--- src/rtl/alu.sv ---
// rtl/alu.sv - registered 8-op ALU with zero flag and optional signed-overflow flag (ALU_OVERFLOW_EN)
module alu #(
    parameter int WIDTH = 32
) (
    input  logic             clk,
    input  logic             reset,
    input  logic [WIDTH-1:0] A,
    input  logic [WIDTH-1:0] B,
    input  logic [2:0]       ctrl,
    output logic [WIDTH-1:0] out,
    output logic             zero,
    output logic             overflow
);

    // ctrl[2] selects inverted B and supplies the carry-in, so 110 and 111 both see A - B
    logic [WIDTH-1:0] b_eff;
    logic [WIDTH-1:0] sum;
    logic             add_ovf;
    logic             slt;
    logic [WIDTH-1:0] result;
    logic             ovf_next;

    // shared adder; the carry-out is simply not kept, so the result wraps
    always_comb begin
        b_eff   = ctrl[2] ? ~B : B;
        sum     = A + b_eff + {{(WIDTH-1){1'b0}}, ctrl[2]};
        // signed overflow: both addend signs agree but the sum sign differs
        add_ovf = (A[WIDTH-1] == b_eff[WIDTH-1]) && (sum[WIDTH-1] != A[WIDTH-1]);
        // sign of A - B corrected by overflow gives a true signed less-than
        slt     = sum[WIDTH-1] ^ add_ovf;
    end

    // operation select; logical ops never touch the adder path
    always_comb begin
        result = '0;
        case (ctrl)
            3'b000:  result = A & B;
            3'b001:  result = A | B;
            3'b010:  result = sum;
            3'b011:  result = A ^ B;
            3'b100:  result = A & ~B;
            3'b101:  result = A | ~B;
            3'b110:  result = sum;
            3'b111:  result = {{(WIDTH-1){1'b0}}, slt};
            default: result = '0;
        endcase
        // only add (010) and sub (110) report overflow; SLT does not
        ovf_next = (ctrl[1:0] == 2'b10) ? add_ovf : 1'b0;
    end

    // result and zero flag registered together so zero always tracks out
    always_ff @(posedge clk or posedge reset) begin
        if (reset) begin
            out  <= '0;
            zero <= 1'b1;
        end else begin
            out  <= result;
            zero <= (result == '0);
        end
    end

`ifdef ALU_OVERFLOW_EN
    // registered signed-overflow flag
    always_ff @(posedge clk or posedge reset) begin
        if (reset) begin
            overflow <= 1'b0;
        end else begin
            overflow <= ovf_next;
        end
    end
`else
    // overflow reporting compiled out; port kept for a stable interface
    assign overflow = 1'b0;

    logic unused_ovf;
    assign unused_ovf = ovf_next;
`endif

endmodule

--- config.mk ---
export PLATFORM = sky130hd
export DESIGN_NAME = alu
export DESIGN_NICKNAME = d
export VERILOG_FILES = /design/src/rtl/alu.sv
export SDC_FILE = /design/constraint.sdc
export NUM_CORES = 1
export LEC_CHECK = 0
export CAP_MARGIN = 0
export CORE_MARGIN = 5
export CORE_UTILIZATION = 30
export CTS_CLUSTER_DIAMETER = 200
export DETAILED_ROUTE_END_ITERATION = 10
export PLACE_DENSITY = 0.51
export SYNTH_ARGS = -nofsm -noshare
export SYNTH_HDL_FRONTEND = slang
export SYNTH_SLANG_ARGS = --single-unit
--- constraint.sdc ---
create_clock -name clk -period 1.1 [get_ports clk]
set_input_delay 0.11 -clock clk [delete_from_list [all_inputs] [get_ports clk]]
set_output_delay 0.11 -clock clk [all_outputs]
set_load 0.01 [all_outputs]
=== After elaboration in Yosys (flattened, before gate mapping) ===
Index checks and enable logic that the tools add are counted.
W data, S select, Z words.

* Add/subtract/negate cells: 2
* Equality and inequality tests: 9
* Mux-type cells: 2
* Bitwise gates (word level): 7
* Reduce and logical (&&, ||, !) cells: 4

{| class="wikitable"
|+ Operator list
! kind !! count
|-
| $pmux W32 S7 || 1
|-
| $and A32 B32 Y32 || 2
|-
| $or A32 B32 Y32 || 2
|-
| $add A32 B1 Y32 || 1
|-
| $add A32 B32 Y32 || 1
|-
| $logic_not A32 Y1 || 1
|-
| $mux W32 || 1
|-
| $not A32 Y32 || 1
|-
| $xor A32 B32 Y32 || 1
|-
| $eq A3 B3 Y1 const B || 4
|-
| $eq A3 B2 Y1 const B || 2
|-
| $eq A3 B1 Y1 const B || 1
|-
| $logic_not A3 Y1 || 1
|-
| $reduce_or A2 Y1 || 1
|-
| $eq A1 B1 Y1 || 1
|-
| $logic_and A1 B1 Y1 || 1
|-
| $ne A1 B1 Y1 || 1
|-
| $xor A1 B1 Y1 || 1
|}

* Register bits after elaboration: 33
* Input bits: 69

=== Depth between registers and ports, before layout ===
Gate-level depths: netlist (run 1).

* Word-level depth: 9
* Depth in mapped cells: 16
* Mapped depth without buffers: 13

=== Least setup slack after synthesis (run 1) ===
No wires, ideal clock.

* Path kind: input port to flip-flop
* From: input port ctrl[2]
* To: register zero
* Arrival time: 3.304 ns
* Setup slack: -2.294 ns
* Stages on the path: 15
* Path buffers: 3
* Cell sequence: buf_2 > buf_1 > buf_1 > xor2_1 > ha_1 > a21oi_1 > o21ai_0 > a211oi_1 > a311oi_1 > o2111a_1 > or2_1 > a21oi_1 > xor2_1 > o21ai_0 > nor4_2

{| class="wikitable"
|+ RTL lines
! item !! line !! text
|-
| start, declared || 9 || <nowiki>input logic [2:0] ctrl,</nowiki>
|-
| $mux W32 || 25 || <nowiki>b_eff = ctrl[2] ? ~B : B;</nowiki>
|-
| $add A32 B32 Y32 || 26 || <nowiki>sum = A + b_eff + {{(WIDTH-1){1'b0}}, ctrl[2]};</nowiki>
|-
| $add A32 B1 Y32 || 26 ||
|-
| $pmux W32 S7 (*) || 36 || <nowiki>case (ctrl)</nowiki>
|-
| net result[30] || 20 || <nowiki>logic [WIDTH-1:0] result;</nowiki>
|-
| $logic_not A32 Y1 (*) || 58 || <nowiki>zero <= (result == '0);</nowiki>
|-
| end signal, assigned || 58 ||
|-
| end, declared || 11 || <nowiki>output logic zero,</nowiki>
|}

The timed path passes the listed nets; every way through them passes the cells marked *.

=== Worst setup path in the final report (run 1) ===
Same ends and word-level chain as after synthesis.

==> results.py, run 1 <==
metrics = {
    "finish": {
        "final_cell_count_no_fill": 1215,
        "finalNetCount": 1099,
        "layout_common_cells": "buf_4 (232), a21oi_1 (58), dlygate4sd2_1 (56), nand2_1 (52)",
        "area_growth_pct": 109,
        "n_antenna_cell": 0,
        "utilization_pct": 63.0,
        "final_area_mm2": 0.00990,
        "layout_commonest_cell": "buf_4",
        "post_route_cells_drive_above_1_share_pct": 48.3,
    },
    "sta": {
        "finalSetupViolations": 33,
        "fmax_ghz": 0.327,
        "slew_viol_final": 0,
        "final-hold-violation-count": 0,
        "timing.final.ws_setup_ns": -1.96,
        "rsz0062_at_grt": "yes",
        "fin_crit_sh_pct": 278,
        "fin_crit_ns": 3.06,
    },
    "synthesis": {
        "synth_seq_cells": 33,
        "syn-num-nets": 742,
        "async_flop_share_pct": 100,
        "avgSynthCellArea_um2": 7.40,
        "yosysWarnings": 0,
        "synth_edf_count": 0,
        "netlist_area_mm2": 0.00474,
        "ys_seq_area_share_pct": 17.4,
        "syn_inst": 641,
        "ys_types": 74,
        "synth_flop_cell": "dfrtp_1",
    },
    "floorplan": {
        "die_area_mm2": 0.0184,
        "io_pins": 103,
        "core-area_mm2": 0.0157,
        "num_rows": 46,
        "initial_core_util_pct": 30.2,
        "fp.dieH_um": 136,
        "die_w_um": 136,
    },
    "setup_path": {
        "cp_slowest_cell": "nor4_1",
        "crit_type": "in2reg",
        "critical-path-max-stage-delay_ns": 0.35,
        "crit_family": "simple AND/OR/NAND/NOR gates",
        "end_kind": "flop",
        "required_ns": 1.29,
        "cp-start-kind": "primary input",
        "path_buf_inv": 5,
        "cp.arrival_ns": 3.25,
        "path_cells": "buf_16 -> buf_12 -> buf_16 -> xor2_4 -> ha_4 -> and3_4 -> and3_4 -> a21oi_4 -> a2111oi_4 -> buf_4 -> buf_6 -> o22ai_4 -> a211o_4 -> nor4_1 -> nand4_1 -> nor4_2",
        "critical_path.max_fanout": 7,
        "cp-startpoint": "ctrl[2]",
    },
    "global_route": {
        "grt_use_total_pct": 22.8,
        "use_met1_pct": 27.9,
        "grt_pass1_vias": 6764,
        "antenna_found_initial": 0,
        "grt_max_degree": 34,
        "gr-total-overflow": 0,
        "use_met3_pct": 3.60,
        "busiest_layer": "met2",
        "grt_pass1_wl_mm": 33.7,
        "met2_usage_pct": 41.2,
    },
    "cts": {
        "clk_pin_slew_ns": 0.06,
        "cts_tree": "done",
        "clockBufferDepth": 2,
        "cts-root-buf": "clkbuf_16",
        "clock-sinks": 33,
        "htree_levels": 2,
        "numCtsBuffers": 5,
        "cts_hold_buf": 0,
    },
    "power_and_ir_drop": {
        "sw_frac_of_total_pct": 40.2,
        "cellLeakagePower_uw": 0.00430,
        "p_comb_share_pct": 70.1,
        "pwr_density_cell_mw_per_mm2": 970,
        "seqPwrFrac_pct": 15.1,
        "ir_drop_v": 0.000636,
        "clkPwrFrac_pct": 14.8,
        "p_int_uw": 5740,
        "p_sw_uw": 3860,
    },
    "placement": {
        "dp_cells": 1151,
        "hpwl_mm": 15.8,
        "port_buffers": 101,
        "post_dp_cell_area_mm2": 0.00784,
        "routabilityCongestion": 0.942,
        "place_ws_ns": -2.74,
    },
    "drt": {
        "routed_wl_mm": 21.6,
        "num_vias": 6305,
        "drt_first_pass_iters": 5,
        "vias_per_cell": 5.19,
        "wl_per_cell_um": 17.8,
        "ant_nets": 0,
        "drc": 0,
        "initialDrtViolationCount": 307,
    },
    "run_status": {
        "failed_checks": "negative setup slack",
        "status": "complete, but fails checks",
    },
    "hold_path": {
        "hold_path.class": "in2async",
    },
    "flow_run": {
        "maxCapViolations": 0,
    },
}
-- metal layers --
layer	routed length (um)	share of wire, %	vias to the layer above
li1	-	-	3044
met1	9140	42	3071
met2	11100	51	153
met3	990	4.6	37
met4	386	1.8	0
met5	0	0	-
-- area by class of cell --
cell class | count | area (um^2)
Inverter | 16 | 60.1
Timing Repair Buffer | 387 | 3470
Tap cell | 216 | 270
Clock buffer | 6 | 129
Fill cell | 1332 | 5810
Sequential cell | 33 | 827
Clock inverter | 2 | 10.0
Multi-Input combinational cell | 555 | 5140
-- worst min-delay path: stages --
cell	delay, ns
clkdlybuf4s50_1	0.40
inv_1	0.10
buf_12	0.23
-- sequential cells by signal, summed over array words and instances, names as in the netlist --
name and cells:
zero 1, out 32
-- power by group through the flow --
| stage | Sequential [uW] | Clock (uW) | Combinational (uW) |
|---|---|---|---|
| 6_report | 1450 | 1420 | 6730 |
| 3_5_place_dp | 1490 | 0 | 5030 |
| 5_1_grt | 1470 | 1470 | 7180 |
| 2_1_floorplan | 1580 | 0 | 2290 |
| 4_1_cts | 1460 | 1430 | 6120 |
| 3_3_place_gp | 1480 | 0 | 5000 |
-- through the flow --
step	power [uW]	hold WS, ns	TNS, ns
6_report	9600	0.198	-36.52
5_1_grt	10100	0.239	-39.05
4_1_cts	9010	0.213	-35.62
3_5_place_dp	6520	0.508	-57.24
3_3_place_gp	6470	0.486	-56.68
2_1_floorplan	3870	0.238	-35.34
-- Yosys cell counts (all sizes together), types with 3 or more instances --
master / count / share of area (%)
o22ai: 3 / 0.53
o21ai: 66 / 7.3
nor4: 6 / 0.92
and3: 6 / 0.79
or3: 3 / 0.40
a21o: 8 / 1.3
nor2b: 36 / 4.8
and4: 4 / 0.74
a32oi: 3 / 0.55
a2111oi: 3 / 0.95
nand2: 66 / 5.2
nand4: 12 / 1.6
clkbuf: 25 / 2.0
a221o: 5 / 1.1
inv: 16 / 1.3
a211oi: 9 / 1.5
a21boi: 3 / 0.48
dfrtp: 32 / 17
mux2i: 4 / 0.84
a221oi: 4 / 0.74
o2111ai: 4 / 0.74
ha: 31 / 8.2
buf: 12 / 1.2
xnor2: 12 / 2.2
o211ai: 9 / 1.4
o31ai: 6 / 1.2
a21oi: 81 / 8.6
nor2: 31 / 2.5
xor2: 65 / 12
o21bai: 4 / 0.63
nor3: 11 / 1.2
nand2b: 8 / 1.1
nand3: 9 / 0.95
a31oi: 6 / 0.79
a211o: 4 / 0.77
-- what timing repair did --
action,4_1_cts,5_1_grt
resized for setup,273,77
pin swaps,113,55
setup endpoints to repair,66,33
setup buffers,41,25
gates cloned,3,0
-- worst paths after layout --
path | end | slack, ns | cells after the start
min in group clk | out[1]$_DFF_PP0_ | 0.42 | 6
worst min-delay path | out[5]$_DFF_PP0_ | 0.20 | 3
worst max-delay path | zero$_DFF_PP1_ | -1.96 | 16
max in group asynchronous | zero$_DFF_PP1_ | 0.65 | 3
-- cells by family (layout without fill, tap and decap cells) --
logic type,Yosys count,count (layout),synth area share (%)
AOI/OAI and AO/OA,233,233,31.5
buffers and inverters,53,411,4.43
other,1,1,0.0791
and+or+nand+nor,204,204,21.9
DFF,33,33,17.4
adders and majority gates,34,34,9.03
muxes,6,6,1.32
xor gates and xnor gates,77,77,14.2
No activity file was read; power rests on OpenSTA's default activity.
==> inputs of run 2 (changes only) <==
Settings changed: DONT_BUFFER_PORTS set to 1, PLACE_DENSITY 0.51 to 0.43.
==> results.py, run 2 (same netlist as run 1, synthesis figures left out) <==
metrics = {
    "run_status": {
        "status": "complete, but fails checks",
        "failed_checks": "negative setup slack",
    },
    "global_route": {
        "grt_max_degree": 75,
        "grt_use_total_pct": 19.0,
        "grt_pass1_wl_mm": 28.4,
        "gr-total-overflow": 0,
        "grt_pass1_vias": 5457,
        "antenna_found_initial": 0,
    },
    "finish": {
        "final_area_mm2": 0.00739,
        "top_register": "out",
        "largestRegisters": "out x32, zero x1",
        "post_route_cells_drive_above_1_share_pct": 40.8,
        "area_growth_pct": 55.8,
        "n_antenna_cell": 0,
        "largest_reg_flops": 32,
        "layout_commonest_cell": "buf_4",
        "finalNetCount": 901,
        "layout_common_cells": "buf_4 (159), nand2_1 (59), a21oi_1 (59), xor2_1 (58), o21ai_0 (43)",
    },
    "floorplan": {
        "fp.dieH_um": 136,
        "die_w_um": 136,
        "core-area_mm2": 0.0157,
        "initial_core_util_pct": 30.2,
        "num_rows": 46,
        "io_pins": 103,
        "die_area_mm2": 0.0184,
    },
    "sta": {
        "slew_viol_final": 0,
        "final-hold-violation-count": 0,
        "rsz0062_at_grt": "yes",
        "slew_headroom_pct": 62.7,
        "fmax_ghz": 0.358,
        "timing.final.ws_setup_ns": -1.69,
        "fin_crit_sh_pct": 254,
        "finalSetupViolations": 32,
        "worst_pin_slew_ns": 0.554,
        "fin_crit_ns": 2.79,
    },
    "power_and_ir_drop": {
        "cellLeakagePower_uw": 0.00311,
        "p_sw_uw": 3110,
        "p_int_uw": 4780,
        "pwr_density_cell_mw_per_mm2": 1070,
        "sw_frac_of_total_pct": 39.4,
        "clkPwrFrac_pct": 17.7,
        "seqPwrFrac_pct": 20.2,
        "p_comb_share_pct": 62.1,
        "ir_drop_v": 0.000491,
        "power_uw": 7900,
    },
    "drt": {
        "wl_per_cell_um": 17.8,
        "vias_per_cell": 5.25,
        "ant_nets": 0,
        "initialDrtViolationCount": 261,
        "drc": 0,
        "num_vias": 5344,
        "drt_first_pass_iters": 6,
        "routed_wl_mm": 18.1,
    },
    "setup_path": {
        "crit_type": "in2reg",
        "critical-path-max-stage-delay_ns": 0.35,
        "cp_slowest_cell": "nor4bb_2",
        "crit_family": "simple AND/OR/NAND/NOR gates",
        "critical_path.max_fanout": 74,
        "cp_common_cell": "nand4_1",
        "cp.arrival_ns": 2.99,
        "cp-start-kind": "primary input",
        "end_kind": "flop",
        "path_buf_inv": 0,
        "required_ns": 1.30,
        "path_cells": "xor2_4 -> ha_4 -> and2_4 -> a221o_1 -> o211ai_1 -> mux2_4 -> or3_4 -> a211oi_2 -> nand4_1 -> nor4bb_2 -> nand4_1 -> nor4_2",
    },
    "cts": {
        "clk_pin_slew_ns": 0.06,
        "cts_tree": "done",
        "htree_levels": 2,
        "numCtsBuffers": 5,
        "clockBufferDepth": 2,
        "clock-sinks": 33,
        "cts-root-buf": "clkbuf_16",
    },
    "flow_run": {
        "maxCapViolations": 0,
    },
    "hold_path": {
        "hold_path.class": "in2reg",
    },
    "placement": {
        "port_buffers": 0,
        "hpwl_mm": 13.9,
        "post_dp_cell_area_mm2": 0.00619,
        "routabilityCongestion": 0.895,
    },
}
[run 2: cell count changes in the layout (fill, tap and decap cells not counted), sizes merged]
cell           before  now
clkinvlp            0    1
clkdlybuf4s15       2    0
bufbuf              2    0
dlymetal6s2s        1    0
dlygate4sd3         0    1
clkbuf              6    5
dlygate4sd2        56    0
clkdlybuf4s50      37    0
buf               289  188
[run 2: area by class of cell]
cell class | count | area (um^2)
fillers | 1550 | 8330
multi-input cells | 555 | 4560
repair buffers | 189 | 1530
flip-flops and latches | 33 | 827
well taps | 216 | 270
clock buffers | 5 | 125
inverters | 16 | 60.1
clock inverters | 3 | 17.5
[run 2: path summary, 6_finish.rpt]
path | startpoint | end | slack, ns | depth (start not counted)
worst max-delay path | ctrl[2] | zero$_DFF_PP1_ | -1.69 | 12
worst min-delay path | ctrl[2] | out[0]$_DFF_PP0_ | 0.06 | 2
max in group asynchronous | reset | out[17]$_DFF_PP0_ | 0.55 | 3
min in group asynchronous | reset | out[4]$_DFF_PP0_ | 0.29 | 3
[run 2: metrics by stage]
| step | setup TNS (ns) | cells | hold WS [ns] | utilization [%] | setup slack (ns) |
|---|---|---|---|---|---|
| 6_report | -28.97 | 1017 | 0.0648 | 47.0 | -1.69 |
| 3_3_place_gp | -39.98 | 976 | 0.0393 | 39.4 | -2.21 |
| 5_1_grt | -31.06 | 1017 | 0.0649 | 47.0 | -1.78 |
| 2_1_floorplan | -35.34 | 641 | 0.238 | - | -1.97 |
| 3_5_place_dp | -40.18 | 976 | 0.0373 | 39.4 | -2.22 |
| 4_1_cts | -28.22 | 1004 | 0.0395 | 44.8 | -1.67 |
[run 2: metal layers]
metal	global-route usage (%)	wire, um
met2	33.1	8860
met3	3.16	846
met5	0	0
met1	24.9	8120
met4	3.98	250
[run 2: repair_timing]
item | 4_1_cts | 5_1_grt
gates cloned | 0 | 0
pin swaps | 35 | 34
hold endpoints to repair | 33 | 0
endpoints found under the setup margin | 32 | 32
setup buffers | 20 | 17
hold buffers | 1 | 0
resized for setup | 111 | 47
[run 2: power groups by stage]
stage	clock (uW)	sequential (uW)	combinational [uW]
after floorplan	0	1580	2290
after global placement	0	1620	3810
after detailed placement	0	1620	3820
after CTS	1410	1600	4520
after global routing	1460	1610	5310
final	1400	1590	4910
==> inputs of run 3 (changes only) <==
Settings changed: RECOVER_POWER set to 100.
==> results.py, run 3 (same netlist as run 1, synthesis figures left out) <==
metrics = {
    "drt": {
        "vias_per_cell": 5.26,
        "routed_wl_mm": 18.1,
        "initialDrtViolationCount": 260,
        "wl_per_cell_um": 17.8,
        "drc": 0,
        "num_vias": 5347,
        "ant_nets": 0,
        "drt_first_pass_iters": 5,
    },
    "placement": {
        "routabilityCongestion": 0.895,
        "port_buffers": 0,
        "place_ws_ns": -2.22,
        "hpwl_mm": 13.9,
        "post_dp_cell_area_mm2": 0.00619,
        "dp_cells": 976,
    },
    "sta": {
        "worst_pin_slew_ns": 0.555,
        "timing.final.ws_setup_ns": -1.67,
        "setup_tns_ns": -28.81,
        "slew_viol_final": 0,
        "fmax_ghz": 0.361,
        "rsz0062_at_grt": "yes",
        "finalSetupViolations": 32,
        "final-hold-violation-count": 0,
        "slew_headroom_pct": 62.6,
        "fin_crit_sh_pct": 252,
        "fin_crit_ns": 2.77,
    },
    "finish": {
        "post_route_cells_drive_above_1_share_pct": 40.8,
        "largest_reg_flops": 32,
        "layout_common_cells": "buf_4 (157), nand2_1 (59), a21oi_1 (59), xor2_1 (58), o21ai_0 (43)",
        "n_antenna_cell": 0,
        "final_cell_count_no_fill": 1017,
        "area_growth_pct": 55.7,
        "finalNetCount": 901,
        "top_register": "out",
        "final_area_mm2": 0.00738,
        "layout_commonest_cell": "buf_4",
        "largestRegisters": "out x32, zero x1",
    },
    "cts": {
        "htree_levels": 2,
        "clockBufferDepth": 2,
        "cts-root-buf": "clkbuf_16",
        "clock-sinks": 33,
        "cts_tree": "done",
        "numCtsBuffers": 5,
        "clk_pin_slew_ns": 0.06,
    },
    "power_and_ir_drop": {
        "ir_drop_v": 0.000491,
        "p_int_uw": 4780,
        "clkPwrFrac_pct": 17.7,
        "p_sw_uw": 3110,
        "seqPwrFrac_pct": 20.2,
        "sw_frac_of_total_pct": 39.4,
        "p_comb_share_pct": 62.1,
        "pwr_density_cell_mw_per_mm2": 1070,
        "cellLeakagePower_uw": 0.00311,
    },
    "floorplan": {
        "die_area_mm2": 0.0184,
        "fp.dieH_um": 136,
        "die_w_um": 136,
        "num_rows": 46,
        "io_pins": 103,
        "core-area_mm2": 0.0157,
        "initial_core_util_pct": 30.2,
    },
    "hold_path": {
        "hold_path.class": "in2reg",
    },
    "global_route": {
        "gr-total-overflow": 0,
        "grt_pass1_vias": 5457,
        "grt_use_total_pct": 19.0,
        "grt_pass1_wl_mm": 28.4,
        "grt_max_degree": 75,
        "antenna_found_initial": 0,
    },
    "setup_path": {
        "cp_common_cell": "nand4_1",
        "path_cells": "xor2_4 -> ha_4 -> and2_4 -> a221o_1 -> o211ai_1 -> mux2_4 -> or3_4 -> a211oi_2 -> nand4_1 -> nor4bb_2 -> nand4_1 -> nor4_2",
        "path_buf_inv": 0,
        "crit_family": "simple AND/OR/NAND/NOR gates",
        "crit_type": "in2reg",
        "cp.arrival_ns": 2.97,
        "critical_path.max_fanout": 74,
        "end_kind": "flop",
        "critical-path-max-stage-delay_ns": 0.35,
        "cp_slowest_cell": "nor4bb_2",
        "required_ns": 1.30,
        "cp-start-kind": "primary input",
    },
    "run_status": {
        "status": "complete, but fails checks",
        "failed_checks": "negative setup slack",
    },
    "flow_run": {
        "maxCapViolations": 0,
    },
}
## run 3: cell count changes in the layout (fill, tap and decap cells not counted), sizes merged
| cell | before | now |
|---|---|---|
| buf | 188 | 186 |
| clkbuf | 5 | 7 |
## run 3: per-layer routing
layer  global-route usage (%)  wire length, um  up-vias
met1                     24.9             8120     2568
met3                     3.16              839       19
met4                     3.98              250        0
met2                     33.1             8870      112
met5                        0                0        -
li1                         -                -     2648
## run 3: power by group through the flow
stage / Sequential (uW) / Combinational (uW) / Clock [uW]
global route: 1610 / 5310 / 1460
finish: 1590 / 4900 / 1400
floorplan: 1580 / 2290 / 0
global placement: 1620 / 3810 / 0
CTS: 1600 / 4520 / 1410
detailed placement: 1620 / 3820 / 0
## run 3: repair_timing
action,in CTS,in global routing
endpoints found under the setup margin,32,32
gates resized for setup,111,47
cloned,0,0
hold buffers,1,0
buffers inserted,20,17
pin swaps,35,34
hold endpoints to repair,33,0
## run 3: final timing paths
check,depth (start not counted),endpoint,slack [ns],from
worst min-delay path,2,out[0]$_DFF_PP0_,0.06,ctrl[2]
min in group asynchronous,3,out[4]$_DFF_PP0_,0.35,reset
worst max-delay path,12,zero$_DFF_PP1_,-1.67,ctrl[2]
max in group asynchronous,3,out[17]$_DFF_PP0_,0.33,reset
## run 3: final cells by class
type                       count  area [um^2]
sequential                    33          827
clock buffer                   5          125
tap                          216          270
clock inverter                 3         17.5
fill                        1551         8330
timing repair buffer         189         1530
inverter                      16         60.1
multi-input combinational    555         4560
## run 3: through the flow
step	power [uW]	util, %	hold slack (ns)
floorplan	3870	-	0.238
global placement	5420	39.4	0.0393
detailed placement	5440	39.4	0.0373
CTS	7530	44.8	0.0395
global route	8380	47.0	0.0649
finish	7900	47.0	0.0604
